### src/rtl/connect_n_pkg.sv
// Shared types for the Connect-N engine: cell owners, FSM states, scan directions.
// Direction k steps by (DIR_DR[k], DIR_DC[k]) rows/cols; row 0 is the bottom of the board.
package connect_n_pkg;

    localparam int MAX_DIM = 16;

    typedef enum logic [1:0] {
        EMPTY = 2'd0,
        P0    = 2'd1,
        P1    = 2'd2,
        P2    = 2'd3
    } cell_t;

    typedef enum logic [1:0] {
        IDLE  = 2'd0,
        CHECK = 2'd1,
        WIN   = 2'd2,
        DRAW  = 2'd3
    } state_t;

    typedef logic [1:0] dir_t;

    localparam dir_t DIR_H  = 2'd0;
    localparam dir_t DIR_UL = 2'd3;

    // horizontal, vertical, diagonal up-right, diagonal up-left
    localparam int DIR_DR [4] = '{0, 1, 1,  1};
    localparam int DIR_DC [4] = '{1, 0, 1, -1};

    typedef logic [MAX_DIM-1:0][MAX_DIM-1:0][1:0] board_t;

    function automatic logic [1:0] next_player(input logic [1:0] p, input int n);
        return (int'(p) >= n - 1) ? 2'd0 : p + 2'd1;
    endfunction

endpackage

### src/rtl/connect_n_engine_line_counter.sv
// Combinational run length through (row,col) along one direction, both sides, each side
// walking at most WIN_LEN-1 cells; zero latency, no handshake.
module line_counter
    import connect_n_pkg::*;
#(
    parameter int ROWS    = 8,
    parameter int COLS    = 8,
    parameter int WIN_LEN = 4,
    parameter int CNT_W   = $clog2(2 * WIN_LEN)
) (
    input  board_t             i_board,
    input  logic [3:0]         i_row,
    input  logic [3:0]         i_col,
    input  dir_t               i_dir,
    input  logic [1:0]         i_owner,
    output logic [CNT_W-1:0]   o_count
);

    always_comb begin
        logic [CNT_W-1:0] cnt;
        logic             run;
        int               r;
        int               c;
        cnt = CNT_W'(1);
        run = 1'b0;
        r   = 0;
        c   = 0;
        for (int side = 0; side < 2; side++) begin
            run = 1'b1;
            for (int k = 1; k < WIN_LEN; k++) begin
                r = int'(i_row) + ((side == 0) ? k : -k) * DIR_DR[i_dir];
                c = int'(i_col) + ((side == 0) ? k : -k) * DIR_DC[i_dir];
                // the first off-board or foreign cell ends this side's walk
                if (run && r >= 0 && r < ROWS && c >= 0 && c < COLS &&
                    i_board[r[3:0]][c[3:0]] == i_owner) begin
                    cnt = cnt + 1'b1;
                end else begin
                    run = 1'b0;
                end
            end
        end
        o_count = cnt;
    end

endmodule

### src/rtl/connect_n_engine.sv
// Connect-N engine: drops tokens, scans one direction per cycle, drives the LED planes.
// Legal move resolves 1..4 cycles after accept; move_ready only in IDLE, other requests ignored.
module connect_n_engine
    import connect_n_pkg::*;
#(
    parameter int COLS        = 8,
    parameter int ROWS        = 8,
    parameter int WIN_LEN     = 4,
    parameter int NUM_PLAYERS = 2
) (
    input  logic                    clk,
    input  logic                    reset,
    input  logic                    new_game,
    input  logic                    move_valid,
    input  logic [$clog2(COLS)-1:0] move_col,
    output logic                    move_ready,
    output logic                    move_done,
    output logic                    illegal_move,
    output logic [1:0]              cur_player,
    output logic                    game_over,
    output logic [1:0]              winner,
    output logic                    draw,
    output logic [8:0]              move_count,
    output logic [15:0][15:0]       RedPixels,
    output logic [15:0][15:0]       GrnPixels
);

    localparam int         CNT_W = $clog2(2 * WIN_LEN);
    localparam logic [8:0] CELLS = 9'(ROWS * COLS);

    state_t                   r_state;
    state_t                   w_state_nxt;
    board_t                   r_board;
    logic [MAX_DIM-1:0][4:0]  r_height;
    logic [3:0]               r_row;
    logic [3:0]               r_col;
    dir_t                     r_dir;
    logic [1:0]               r_cur_player;
    logic [1:0]               r_start_player;
    logic [8:0]               r_move_count;
    logic [1:0]               r_winner;
    logic                     r_draw;
    logic                     r_game_over;
    logic                     r_move_done;
    logic                     r_illegal;
    logic                     r_move_ready;
    logic [15:0][15:0]        r_red;
    logic [15:0][15:0]        r_grn;

    logic [3:0]               w_col4;
    logic [4:0]               w_height;
    logic                     w_accept;
    logic                     w_legal;
    logic                     w_win;
    logic [CNT_W-1:0]         w_count;

    assign w_col4   = 4'(move_col);
    assign w_height = r_height[w_col4];
    assign w_accept = (r_state == IDLE) && move_valid;
    assign w_legal  = (int'(move_col) < COLS) && (w_height != 5'(ROWS));
    assign w_win    = (int'(w_count) >= WIN_LEN);

    line_counter #(
        .ROWS    (ROWS),
        .COLS    (COLS),
        .WIN_LEN (WIN_LEN),
        .CNT_W   (CNT_W)
    ) u_line_counter (
        .i_board (r_board),
        .i_row   (r_row),
        .i_col   (r_col),
        .i_dir   (r_dir),
        .i_owner (r_cur_player + 2'd1),
        .o_count (w_count)
    );

    always_comb begin
        w_state_nxt = r_state;
        if (new_game) begin
            w_state_nxt = IDLE;
        end else begin
            case (r_state)
                IDLE: begin
                    if (w_accept && w_legal) w_state_nxt = CHECK;
                end
                CHECK: begin
                    if (w_win) begin
                        w_state_nxt = WIN;
                    end else if (r_dir == DIR_UL) begin
                        w_state_nxt = (r_move_count == CELLS) ? DRAW : IDLE;
                    end
                end
                default: w_state_nxt = r_state;
            endcase
        end
    end

    always_ff @(posedge clk) begin
        if (reset) begin
            r_state        <= IDLE;
            r_board        <= '0;
            r_height       <= '0;
            r_row          <= '0;
            r_col          <= '0;
            r_dir          <= DIR_H;
            r_cur_player   <= 2'd0;
            r_start_player <= 2'd0;
            r_move_count   <= '0;
            r_winner       <= 2'd0;
            r_draw         <= 1'b0;
            r_game_over    <= 1'b0;
            r_move_done    <= 1'b0;
            r_illegal      <= 1'b0;
            r_move_ready   <= 1'b1;
            r_red          <= '0;
            r_grn          <= '0;
        end else if (new_game) begin
            r_state        <= IDLE;
            r_board        <= '0;
            r_height       <= '0;
            r_dir          <= DIR_H;
            r_start_player <= next_player(r_start_player, NUM_PLAYERS);
            r_cur_player   <= next_player(r_start_player, NUM_PLAYERS);
            r_move_count   <= '0;
            r_winner       <= 2'd0;
            r_draw         <= 1'b0;
            r_game_over    <= 1'b0;
            r_move_done    <= 1'b0;
            r_illegal      <= 1'b0;
            r_move_ready   <= 1'b1;
            r_red          <= '0;
            r_grn          <= '0;
        end else begin
            r_state      <= w_state_nxt;
            r_move_ready <= (w_state_nxt == IDLE);
            r_move_done  <= 1'b0;
            r_illegal    <= 1'b0;
            case (r_state)
                IDLE: begin
                    if (w_accept && !w_legal) begin
                        r_illegal <= 1'b1;
                    end else if (w_accept) begin
                        r_board[w_height[3:0]][w_col4] <= 2'(P0) + r_cur_player;
                        r_height[w_col4]               <= w_height + 5'd1;
                        r_move_count                   <= r_move_count + 9'd1;
                        r_row                          <= w_height[3:0];
                        r_col                          <= w_col4;
                        r_dir                          <= DIR_H;
                        // player0 red, player1 green, player2 both
                        r_red[4'd15 - w_height[3:0]][w_col4] <= (r_cur_player != 2'd1);
                        r_grn[4'd15 - w_height[3:0]][w_col4] <= (r_cur_player != 2'd0);
                    end
                end
                CHECK: begin
                    r_dir <= r_dir + 2'd1;
                    if (w_win) begin
                        r_winner    <= r_cur_player + 2'd1;
                        r_game_over <= 1'b1;
                        r_move_done <= 1'b1;
                    end else if (r_dir == DIR_UL) begin
                        r_move_done <= 1'b1;
                        if (r_move_count == CELLS) begin
                            r_draw      <= 1'b1;
                            r_game_over <= 1'b1;
                        end else begin
                            r_cur_player <= next_player(r_cur_player, NUM_PLAYERS);
                        end
                    end
                end
                default: ;
            endcase
        end
    end

    assign move_ready   = r_move_ready;
    assign move_done    = r_move_done;
    assign illegal_move = r_illegal;
    assign cur_player   = r_cur_player;
    assign game_over    = r_game_over;
    assign winner       = r_winner;
    assign draw         = r_draw;
    assign move_count   = r_move_count;
    assign RedPixels    = r_red;
    assign GrnPixels    = r_grn;

endmodule

### config.mk
export PLATFORM = sky130hd
export DESIGN_NAME = connect_n_engine
export DESIGN_NICKNAME = d
export VERILOG_FILES = /design/src/rtl/connect_n_pkg.sv /design/src/rtl/connect_n_engine_line_counter.sv /design/src/rtl/connect_n_engine.sv
export SDC_FILE = /design/constraint.sdc
export NUM_CORES = 1
export LEC_CHECK = 0
export BUFFER_PORTS_ARGS = -buffer_cell sky130_fd_sc_hd__buf_2
export CAP_MARGIN = 40
export CORE_ASPECT_RATIO = 1.1
export CORE_MARGIN = 2
export CORE_UTILIZATION = 36
export DETAILED_ROUTE_END_ITERATION = 8
export GPL_TIMING_DRIVEN = 0
export PLACE_DENSITY = 0.61
export SLEW_MARGIN = 20
export SYNTH_ARGS = -nofsm -noshare
export SYNTH_HDL_FRONTEND = slang
export SYNTH_SLANG_ARGS = --single-unit
### constraint.sdc
create_clock -name clk -period 17.5 [get_ports clk]
set_input_delay 3.5 -clock clk [delete_from_list [all_inputs] [get_ports clk]]
set_output_delay 3.5 -clock clk [all_outputs]
set_load 0.005 [all_outputs]
==> results of run 1 <==
layout make-up:
class	count	area share [%]
Timing Repair Buffer	349	5.04
Antenna cell	2	0.0118
Multi-Input combinational cell	2876	50.6
Buffer	552	7.89
Sequential cell	583	27.4
Clock buffer	79	3.71
Clock inverter	26	1.00
Inverter	57	0.502
Tap cell	1291	3.79
cell usage after synthesis (4+ instances only):
library cell  instances  area share, %
a22oi_1              24           0.50
nor2_1              582            6.1
o2111ai_1             4          0.098
buf_4               276            5.8
or2_2                 4          0.070
a31oi_1              17           0.30
and3_1               13           0.23
o22ai_1              10           0.17
nand3_1              36           0.50
a21o_1                4          0.084
a21oi_1             229            3.2
o21ai_1               6          0.084
ha_1                 86            3.0
mux2i_1             216            6.0
or3_1                 6           0.10
fa_1                 10           0.56
nor4b_1               6           0.15
nor2b_1              21           0.37
buf_1                22           0.23
nand4b_1              4          0.098
o211ai_1              8           0.17
dfxtp_1             583             33
nor3_1               25           0.35
buf_6                21           0.66
nand4_1              14           0.24
a211oi_1            315            6.6
or4_1                 5           0.10
xor2_1               14           0.34
nand2_1             360            3.8
inv_1                52           0.54
mux4_1                8           0.59
buf_2                34           0.47
a2111oi_0             6           0.15
a311oi_1              9           0.22
clkbuf_1            196            2.1
nor4_1                9           0.16
mux4_2              283             18
and2_1                9           0.16
nand2b_1             13           0.23
o21ai_0             165            2.3
mux2_2               15           0.47
xnor2_1              17           0.42
flip-flops by register name, summed over array words and instances, names as in the netlist, 3 cells and up:
register    cells
r_height       40
r_board       256
move_count      9
GrnPixels     128
r_col           3
r_row           4
RedPixels     128
path summary, 6_finish.rpt:
path | end | start | slack, ns | cells past startpoint
max | move_ready$_SDFF_PP1_ | r_dir[0]$_SDFFE_PP0P_ | 5.98 | 37
min | r_height[24]$_SDFFE_PP0P_ | r_height[24]$_SDFFE_PP0P_ | 0.46 | 2
max reg2reg | move_ready$_SDFF_PP1_ | r_dir[0]$_SDFFE_PP0P_ | 5.98 | 37
min reg2reg | r_height[24]$_SDFFE_PP0P_ | r_height[24]$_SDFFE_PP0P_ | 0.46 | 2
where the power goes:
group | leakage, nW | internal [mW] | switching [mW]
Sequential | 4.70 | 1.33 | 0.00522
Clock | 0.964 | 0.767 | 0.566
Combinational | 9.97 | 0.179 | 0.375
metal layers:
| metal | vias up | part of all wire (%) | track usage (%) |
|---|---|---|---|
| met5 | - | 0.045 | 0 |
| met4 | 14 | 9.3 | 28.6 |
| met3 | 646 | 13 | 14.4 |
| met2 | 2658 | 41 | 54.1 |
| met1 | 17157 | 36 | 44.1 |
| li1 | 14776 | - | - |
worst register-to-register path, delay by kind of cell, from the launching register on:
family | cells | cell delay, ns
adders and majority gates | 6 | 2.13
and+or+nand+nor | 7 | 1.73
muxes | 3 | 0.91
xor gates and xnor gates | 3 | 0.45
buffers and inverters | 9 | 3.11
AOI/OAI and AO/OA | 9 | 2.73
DFF | 1 | 0.36
logic make-up (layout without fill, tap and decap cells):
family / count (synthesis) / after routing / synth area share (%)
adders and majority gates: 96 / 96 / 3.56
xor gates and xnor gates: 33 / 33 / 0.849
DFF: 583 / 583 / 32.6
buffers and inverters: 609 / 1063 / 9.95
other: 1 / 258 / 0.0105
and+or+nand+nor: 1122 / 1122 / 13.0
muxes: 524 / 524 / 24.9
AOI/OAI and AO/OA: 845 / 845 / 15.1
metrics by stage:
step | hold slack [ns] | std cells | setup WS, ns | area (um^2)
after floorplan | 0.433 | 4068 | 9.28 | 36800
after CTS | 0.456 | 5804 | 6.14 | 42500
after global routing | 0.473 | 5813 | 5.59 | 42600
final | 0.457 | 5815 | 5.98 | 42600
after global placement | 0.439 | 5637 | 5.78 | 39800
after detailed placement | 0.448 | 5699 | 6.17 | 40500
==> impl_metrics.env, run 1 <==
export IMPL_grt_ovfl_total=0
export IMPL_cp_top_family="buffers and inverters"
export IMPL_post_drt_wl_per_cell_um=33.8
export IMPL_area_delta_synth_final_pct=18.8
export IMPL_grtUsageTotal_pct=37.2
export IMPL_die_w_um=305
export IMPL_regArea_um2=11700
export IMPL_cellLeakagePower_nw=15.6
export IMPL_multi_input_area_um2=21600
export IMPL_synth_edff_count=0
export IMPL_core_um2=98900
export IMPL_vias=35251
export IMPL_synth_flop_cell="dfxtp_1"
export IMPL_finalHoldViolCount=0
export IMPL_std_cell_rows=121
export IMPL_cts_buffers=56
export IMPL_place_congestion=1.12
export IMPL_setup_violations=0
export IMPL_grt_max_degree=18
export IMPL_worstPathArrival_ns=12.06
export IMPL_cts_sinks=583
export IMPL_cts_htree_levels=2
export IMPL_finalWirelength_um=196000
export IMPL_clock_latency_ns=0.67
export IMPL_dr_pass1_iters=7
export IMPL_antenna_left=0
export IMPL_worst_setup_path_type="reg2reg"
export IMPL_postLayoutCoreUtil_pct=43.1
export IMPL_async_flop_share_pct=0
export IMPL_critPathMaxStageDelay_ns=0.63
export IMPL_die_h_um=335
export IMPL_initial_core_util_pct=36.2
export IMPL_tns_ns=0
export IMPL_nets=4578
export IMPL_layout_common_cells="dfxtp_1, nor2_1, nand2_1"
export IMPL_clock_skew_ns=0.0271
export IMPL_critPathBufInv=9
export IMPL_ioPinCount=537
export IMPL_vdd_drop_max_v=0.0000797
export IMPL_numPortBuffers=278
export IMPL_path_common_cell="ha_1"
export IMPL_max_slew_margin_pct=37.7
export IMPL_antenna_found_initial=13
export IMPL_min_period_ns=11.52
export IMPL_syn_inst=3813
export IMPL_avgSynthCellArea_um2=9.40
export IMPL_cellPowerDensity_nw_per_um2=75.7
export IMPL_cp_slowest_cell="buf_1"
export IMPL_post_cts_buffers=0
export IMPL_start_kind="register"
export IMPL_cts_resized_gates=0
export IMPL_cts_root_buf="clkbuf_16"
export IMPL_fill_cells=9853
export IMPL_period_share_pct=65.8
export IMPL_cp_required_ns=18.04
export IMPL_drc=0
export IMPL_grt_pass1_vias=31948
export IMPL_grt_pass1_wl_um=264000
export IMPL_drv_cap=0
export IMPL_die_area_um2=102000
export IMPL_rsz0062_at_grt="false"
export IMPL_status="finished clean"
export IMPL_final_max_slew_viol_count=0
export IMPL_yosys_cell_types_count=85
export IMPL_clkTransAtPathRegs_ns=0.06
export IMPL_ys_seq_elements=583
export IMPL_viasPerCell=6.06
export IMPL_final_common_cell="dfxtp_1"
export IMPL_power_mw=3.22
export IMPL_tightest_slew_ns=0.935
export IMPL_yosys_warnings=0
export IMPL_path_max_fanout=13
export IMPL_drive_above_1_share_pct=24.3
export IMPL_timing_fmax_ghz=0.0868
export IMPL_syn_area_um2=35800
export IMPL_min_path_type="reg2reg"
export IMPL_cts_buffer_depth=3
export IMPL_ctsHoldBuffers=0
export IMPL_endpoint_kind="register"
export IMPL_seq_area_frac_synth_pct=32.6
export IMPL_hpwl_um=159000
export IMPL_cts_tree="yes"
export IMPL_drtIter0Drc=4761
(Power assumes the default switching activity.)
==> run 2: changes to the inputs <==
- PLACE_DENSITY: 0.61 -> 0.63
- clock period: 17.5 -> 10.5 ns (I/O delays scaled with it)
==> impl_metrics.env, run 2 (same netlist as run 1, synthesis figures left out) <==
export IMPL_status="finished clean"
export IMPL_die_h_um=335
export IMPL_die_w_um=305
export IMPL_dr_pass1_iters=6
export IMPL_tightest_slew_ns=0.989
export IMPL_place_congestion=1.10
export IMPL_drtIter0Drc=4470
export IMPL_cts_buffer_depth=3
export IMPL_setup_slack_ns=0.278
export IMPL_path_max_fanout=10
export IMPL_min_path_type="reg2reg"
export IMPL_std_cell_rows=121
export IMPL_initial_core_util_pct=36.2
export IMPL_worstPathArrival_ns=10.74
export IMPL_critPathBufInv=9
export IMPL_setup_violations=0
export IMPL_cp_slowest_cell="fa_1"
export IMPL_cts_buffers=57
export IMPL_critPathMaxStageDelay_ns=0.59
export IMPL_area_delta_synth_final_pct=18.7
export IMPL_grt_pass1_vias=32218
export IMPL_cellLeakagePower_nw=15.6
export IMPL_finalWirelength_um=203000
export IMPL_die_area_um2=102000
export IMPL_vdd_drop_max_v=0.000134
export IMPL_grt_ovfl_total=0
export IMPL_cts_tree="yes"
export IMPL_hpwl_um=164000
export IMPL_drv_cap=0
export IMPL_vias=35363
export IMPL_drc=0
export IMPL_pre_cts_slack_ns=-0.927
export IMPL_cts_root_buf="clkbuf_16"
export IMPL_cts_htree_levels=2
export IMPL_grt_pass1_wl_um=272000
export IMPL_numPortBuffers=278
export IMPL_worst_setup_path_type="reg2reg"
export IMPL_post_drt_wl_per_cell_um=34.9
export IMPL_max_slew_margin_pct=33.9
export IMPL_ctsHoldBuffers=0
export IMPL_final_common_cell="dfxtp_1"
export IMPL_antenna_found_initial=11
export IMPL_period_share_pct=97.4
export IMPL_start_kind="register"
export IMPL_largest_reg_flops=256
export IMPL_regMostFlops="r_board"
export IMPL_clock_skew_ns=0.0399
export IMPL_grtUsageTotal_pct=38.4
export IMPL_nets=4576
export IMPL_instances_no_fill=5814
export IMPL_antenna_left=0
export IMPL_finalHoldViolCount=0
export IMPL_path_common_cell="buf_6"
export IMPL_clock_latency_ns=0.66
export IMPL_drive_above_1_share_pct=24.4
export IMPL_cts_sinks=583
export IMPL_final_max_slew_viol_count=0
export IMPL_grt_max_degree=20
export IMPL_place_inst=5692
export IMPL_ioPinCount=537
export IMPL_viasPerCell=6.08
export IMPL_endpoint_kind="register"
export IMPL_power_mw=5.31
export IMPL_layout_common_cells="dfxtp_1, nor2_1, nand2_1"
export IMPL_clkTransAtPathRegs_ns=0.06
export IMPL_min_period_ns=10.22
export IMPL_cp_required_ns=11.02
export IMPL_timing_fmax_ghz=0.0978
export IMPL_core_um2=98900
export IMPL_cellPowerDensity_nw_per_um2=125
export IMPL_cp_top_family="compound AO/OA/AOI/OAI gates"
[run 2: path summary, 6_finish.rpt]
kind	end	slack [ns]	cells past startpoint	start
setup / recovery	move_ready$_SDFF_PP1_	0.28	35	r_row[0]$_SDFFE_PP0P_
hold / removal	game_over$_SDFFE_PP0P_	0.44	2	game_over$_SDFFE_PP0P_
setup reg to reg	move_ready$_SDFF_PP1_	0.28	35	r_row[0]$_SDFFE_PP0P_
hold reg to reg	game_over$_SDFFE_PP0P_	0.44	2	game_over$_SDFFE_PP0P_
[run 2: per-layer routing]
layer	vias up	wire length, um	track usage (%)
li1	14753	-	-
met1	17267	76200	47.3
met2	2681	85000	56.6
met3	652	23700	11.8
met4	10	17800	28.3
met5	-	61	0
[run 2: cell type report]
type	instances	area, um^2
multi-input combinational	2876	21600
tap	1291	1620
clock buffer	87	1670
timing repair buffer	347	2110
antenna	2	5.00
sequential	583	11700
buffer	551	3370
fill	9855	56300
clock inverter	20	254
inverter	57	218
[run 2: tightest hold or removal path, delay by kind of cell (launching register included)]
family / cells / cell delay, ns
AOI/OAI and AO/OA: 1 / 0.05
buffers and inverters: 1 / 0.05
DFF: 1 / 0.30
[run 2: what timing repair did]
item / in CTS / in global routing
setup buffers: 0 / 6
hold endpoints to repair: 0 / 0
setup endpoints to repair: 10 / 10
gates resized for setup: 6 / 9
pin swaps: 0 / 0
[run 2: per-stage QoR]
step	hold WS (ns)	area [um^2]	TNS, ns	utilization [%]
2_1_floorplan	0.433	36800	0	-
3_3_place_gp	0.442	39800	-7.79	40.3
3_5_place_dp	0.443	40400	-8.19	40.9
4_1_cts	0.453	42400	0	42.8
5_1_grt	0.471	42500	-0.597	43.0
6_report	0.445	42500	0	43.0
[run 2: report_power, final]
part           internal (mW)  total [mW]  switching (mW)
logic                  0.300       0.935           0.635
clock network           1.20        2.15           0.947
registers               2.22        2.23         0.00845
total                   3.72        5.31            1.59
